[src/rtl/jtkiwi_colmix.sv]
// jtkiwi_colmix: tilemap/sprite priority mix, two-byte palette fetch and blank-aligned RGB output
module jtkiwi_colmix #(
  parameter int BLANK_DLY = 2
) (
  input  logic       rst,
  input  logic       clk,
  input  logic       pxl_cen,
  input  logic       preLHBL,
  input  logic       preLVBL,
  input  logic [8:0] tm_pxl,
  input  logic [8:0] obj_pxl,
  output logic [9:0] pal_addr,
  input  logic [7:0] pal_data,
  input  logic [3:0] gfx_en,
  output logic [4:0] red,
  output logic [4:0] green,
  output logic [4:0] blue,
  output logic       LHBL,
  output logic       LVBL
);
  typedef enum logic [1:0] {IDLE, RD_LO, RD_HI, RD_DONE} state_t;
  state_t st;
  logic [8:0] sel, sel_r;
  logic [7:0] lo;
  logic [14:0] col;
  logic [BLANK_DLY-1:0] hsh, vsh;
  logic [BLANK_DLY:0] hx, vx;
  logic obj_on, tm_on, show, unused;
  assign unused = ^{gfx_en[3:2], pal_data[7]};
  assign LHBL = hsh[BLANK_DLY-1];
  assign LVBL = vsh[BLANK_DLY-1];
  always_comb begin
    obj_on = gfx_en[1] && obj_pxl[3:0] != 4'd0;
    tm_on  = gfx_en[0] && tm_pxl[3:0] != 4'd0;
    sel    = obj_on ? obj_pxl : tm_on ? tm_pxl : 9'h000;
    hx     = {hsh, preLHBL};
    vx     = {vsh, preLVBL};
    // blank state that the outputs take on this update, so RGB and LHBL/LVBL stay aligned
    show   = hx[BLANK_DLY-1] & vx[BLANK_DLY-1];
  end
  always_ff @(posedge clk or posedge rst) begin
    if (rst) begin
      st <= IDLE;
      sel_r <= '0;
      pal_addr <= '0;
      lo <= '0;
      col <= '0;
      hsh <= '0;
      vsh <= '0;
      {red, green, blue} <= '0;
    end else if (pxl_cen) begin
      sel_r <= sel;
      pal_addr <= {sel, 1'b0};
      st <= RD_LO;
      hsh <= hx[BLANK_DLY-1:0];
      vsh <= vx[BLANK_DLY-1:0];
      {red, green, blue} <= show ? col : 15'd0;
    end else begin
      case (st)
        RD_LO: begin
          pal_addr <= {sel_r, 1'b1};
          st <= RD_HI;
        end
        RD_HI: begin
          lo <= pal_data;
          st <= RD_DONE;
        end
        RD_DONE: begin
          col <= {pal_data[6:0], lo};
          st <= IDLE;
        end
        default: st <= IDLE;
      endcase
    end
  end
endmodule

[config.mk]
export PLATFORM = sky130hd
export DESIGN_NAME = jtkiwi_colmix
export DESIGN_NICKNAME = d
export VERILOG_FILES = /design/src/rtl/jtkiwi_colmix.sv
export SDC_FILE = /design/constraint.sdc
export NUM_CORES = 1
export LEC_CHECK = 0
export BUFFER_PORTS_ARGS = -buffer_cell sky130_fd_sc_hd__clkbuf_2
export CORE_AREA = 2 2 72 74
export CTS_CLUSTER_SIZE = 8
export DETAILED_ROUTE_END_ITERATION = 10
export DIE_AREA = 0 0 74 76
export PLACE_DENSITY = 0.9
export RECOVER_POWER = 100
export SLEW_MARGIN = 20
export SYNTH_ARGS = -nofsm -noshare
export SYNTH_HDL_FRONTEND = slang
export SYNTH_SLANG_ARGS = --single-unit
[constraint.sdc]
create_clock -name clk -period 4.59 [get_ports clk]
set_input_delay 0.918 -clock clk [delete_from_list [all_inputs] [get_ports clk]]
set_output_delay 0.918 -clock clk [all_outputs]
set_load 0.02 [all_outputs]
### Word-level counts from Yosys, hierarchy flattened

Cells that the tools add are included.

* equality and inequality tests: 3
* reductions and logical operators: 7
* bitwise operators: 2
* mux-type cells: 7

Operators by type and width (number)
* 10-bit 2-to-1 mux: 2
* 9-bit 2-to-1 mux: 2
* 15-bit 2-to-1 mux: 1
* 4-bit nonzero test: 2
* 2-bit equality test, second input constant: 2
* 2-bit case mux with 2 select lines: 1
* 2-bit AND reduction: 2
* 2-bit by 1-bit equality test with 1-bit output, second input constant: 1
* 1-bit logical AND: 2
* 2-bit 2-to-1 mux: 1
* 2-bit nonzero test: 1
* 1-bit bitwise AND: 1
* 1-bit NOT: 1

* logic and storage cells: 29
* output and inout bits: 27
* bits of input ports: 35
* bits in registers: 63

### Depth between registers and ports, before layout

* word-level depth: 5
* depth in mapped cells: 6
* gate-level depth less buffers: 5

### Worst setup path before layout

OpenSTA, ideal clock, no wires.

* kind: input to register
* from: input port obj_pxl[0]
* to: register pal_addr[5]
* slack: 2.326 ns
* library setup time: 0.126 ns
* required time: 4.464 ns
* stages: 5
* arrival time: 2.138 ns
* path buffers: 2
* path through: or4_4 buf_6 and3_4 buf_6 a221o_1

* longest elaborated chain between the ends: 4

RTL lines
* start: declaration: line 11 `input logic [8:0] obj_pxl,`
* 4-bit nonzero test: line 33 `obj_on = gfx_en[1] && obj_pxl[3:0] != 4'd0;`
* 1-bit logical AND: line 33
* 9-bit 2-to-1 mux: line 35 `sel = obj_on ? obj_pxl : tm_on ? tm_pxl : 9'h000;`
* 10-bit 2-to-1 mux: line 51 `end else if (pxl_cen) begin`
* end signal: assignment: line 53 `pal_addr <= {sel, 1'b0};`
* end signal: assignment: line 61 `pal_addr <= {sel_r, 1'b1};`
* end: declaration: line 12 `output logic [9:0] pal_addr,`

No other way between the ends.
A chain may end at the register's enable or synchronous reset.

### Worst setup path in the final report

* from: input port pxl_cen
* to: register col[12]

* longest elaborated chain between the ends: 2

RTL lines
* start: declaration: line 7 `input logic pxl_cen,`
* 1-bit NOT (no source line)
* 2-bit AND reduction (no source line)
* end signal: assignment: line 69 `col <= {pal_data[6:0], lo};`
* end: declaration: line 25 `logic [14:0] col;`

No other way between the ends.

==> flow_metrics.tcl <==
set metrics [dict create \
    avgRoutedWirePerCell_um 14.5 \
    n_antenna_cell 0 \
    worstSetupStartpointType "primary input" \
    drv_cap 1 \
    holdPathStages 2 \
    cp.depth 4 \
    clock_latency_ns 0.33 \
    synthTopCellsByArea "dfrtp_1 (59%), mux2_2 (13%), a221o_1 (3.7%), nand2_1 (2.8%), o21ai_0 (2.8%)" \
    drv_slew 50 \
    setup_viol 0 \
    post-route-drc-count 0 \
    final_common_cell "dfrtp_1" \
    grt.overflow.total 0 \
    cts_root_buffer "clkbuf_8" \
    htree_levels 3 \
    criticalPathCategory "in2reg" \
    grt_pass1_vias 2028 \
    drtIter0Drc 105 \
    syn_area_mm2 0.00269 \
    status "finished with violations" \
    mostFrequentLayoutCells "dfrtp_1 (63), clkbuf_2 (31), mux2_2 (30)" \
    setup_tns_ns 0 \
    cts_setup_buffers 0 \
    core_area_mm2 0.00491 \
    postRouteAntennaNets 0 \
    synth-seq-cells 63 \
    synth_warnings 0 \
    grt_max_degree 64 \
    worst_ep_arrival_time_ns 3.32 \
    clockBufferDepth 2 \
    rsz0062_at_grt "false" \
    timing.final.crit_share_pct 67.9 \
    setup.worst_path.end_class "flop" \
    cts_tree "yes" \
    routed_via_density 5.18 \
    final_net_count 316 \
    clock_skew_ns 0.00730 \
    path_clk_slew_ns 0.07 \
    grt_use_total_pct 20.6 \
    cpMostUsedCell "clkbuf_1" \
    grt_first_pass_wirelength_um 8850 \
    cp_max_fo 49 \
    cts_sinks 63 \
    n_fill_cell 408 \
    io_pins 62 \
    portBuffers 59 \
    place.detailed.hpwl_um 3440 \
    synth.distinct_cells 24 \
    dr_total_vias 1827 \
    yosysTopAreaCellShare_pct 58.7 \
    hold_buffers 0 \
    wl_um 5130 \
    cp_cell_sequence "clkbuf_1 > nor2b_1 > clkbuf_1 > mux2_1" \
    start_util_pct 54.7 \
    synth_seq_area_share_pct 58.7 \
    cts_resized 0 \
    crit_family "buffers and inverters" \
    path_buf_inv 2 \
    place_congestion 0.883 \
    die_h_um 76 \
    p_total_w 0.00146 \
    synth_largest_area_cell "dfrtp_1" \
    layout-drive-gt1-share_pct 29.0 \
    r2r_cells 4 \
    slowest_delay_ns 1.40 \
    fp.dieW_um 74 \
    power.ir.vdd_worst_uv 253 \
    hold_path_class "reg2reg" \
    syn_nets 259 \
    max_freq_mhz 321 \
    synth.avg_cell_area_um2 12.2 \
    tightest_slew_ns 1.98 \
    syn2layout_area_growth_pct 17.2 \
    netlist_instances 221 \
    dieArea_mm2 0.00562 \
    hold_viol_final 0 \
    rows 26 \
    cellPowerDensity_mw_per_mm2 462 \
    cellLeakagePower_nw 1.40 \
    cp.required_ns 4.80 \
    crit_path_top_delay_cell "clkbuf_1" \
    firstDrtPassIters 4 \
    max_slew_margin_pct -32.3 \
    failed_checks "capacitance limit, slew limit" \
    antenna_found_initial 0 \
    period_minus_slack_ns 3.12 \
    cts_buffers 9 \
]
## through the flow
stage	instances	cell area (µm²)	hold slack, ns	setup slack, ns	utilization, %
3_3_place_gp	337	3010	0.456	1.99	61.4
2_1_floorplan	221	2690	0.446	2.10	-
6_report	353	3150	0.477	1.47	64.1
3_5_place_dp	337	3010	0.463	1.95	61.4
4_1_cts	353	3190	0.482	2.30	64.9
5_1_grt	353	3150	0.500	1.23	64.1
## tightest hold or removal path, delay by kind of cell (launching register included)
family	cells	cell delay, ns
compound gates	1	0.06
flops	1	0.34
simple gates	1	0.05
## final timing paths
| kind | from | endpoint | slack [ns] |
|---|---|---|---|
| setup / recovery | pxl_cen | col[12] | 1.47 |
| min in group asynchronous | rst | sel_r[3] | 0.77 |
| setup reg to reg | st[0] | col[12] | 2.73 |
| max in group asynchronous | rst | sel_r[2] | 3.30 |
| hold reg to reg | col[10] | red[0] | 0.48 |
| hold / removal | col[10] | red[0] | 0.48 |
## flip-flops by register name, summed over array words and instances, names as in the netlist
register  flops
blue          5
col          15
green         5
hsh           2
lo            8
pal_addr     10
red           5
sel_r         9
st            2
vsh           2
## cell type report
cell class / count / area (µm²) / area share [%]
clock inverters: 7 / 50.0 / 1.59
clock buffers: 9 / 124 / 3.93
multi-input cells: 125 / 972 / 30.9
flip-flops and latches: 63 / 1580 / 50.1
inverters: 18 / 67.6 / 2.15
well taps: 70 / 87.6 / 2.78
repair buffers: 61 / 272 / 8.62
## synth_stat cells
cell      number
a211oi_4       1
ha_1           3
and3_1         1
nor2b_1        6
or2_2          1
nand2_1       20
inv_1         18
o211ai_1       4
nor4_1         1
o21ai_0       15
o21a_1         8
nor2_1         8
nand2b_1       1
buf_6          2
and3_4         1
clkbuf_1      11
buf_1          2
mux2_2        31
a21boi_0       4
or4_4          1
mux2i_1        5
nand3b_1       4
dfrtp_1       63
a221o_1       10
## logic make-up (layout without fill, tap and decap cells)
logic type | after synthesis | in the layout | share of synthesized area (%)
DFF | 63 | 63 | 58.7
AOI/OAI and AO/OA | 42 | 42 | 11.7
muxes | 36 | 36 | 14.9
and+or+nand+nor | 44 | 44 | 8.19
buffers and inverters | 33 | 95 | 5.17
adders and majority gates | 3 | 3 | 1.40
## routing by layer
metal / wire length, µm / track usage (%) / vias to the layer above
li1: - / - / 871
met1: 2100 / 23.5 / 905
met2: 2700 / 35.4 / 38
met3: 192 / 5.03 / 13
met4: 133 / 9.82 / 0
met5: 0 / 0 / -
## where the power goes
part | leakage (nW) | switching, W | internal, W | total, W
registers | 0.783 | 0.0000662 | 0.000688 | 0.000754
clock network | 0.0812 | 0.000216 | 0.000195 | 0.000411
logic | 0.538 | 0.000152 | 0.000138 | 0.000290
Note: power is estimated with default switching activity, not from simulation.
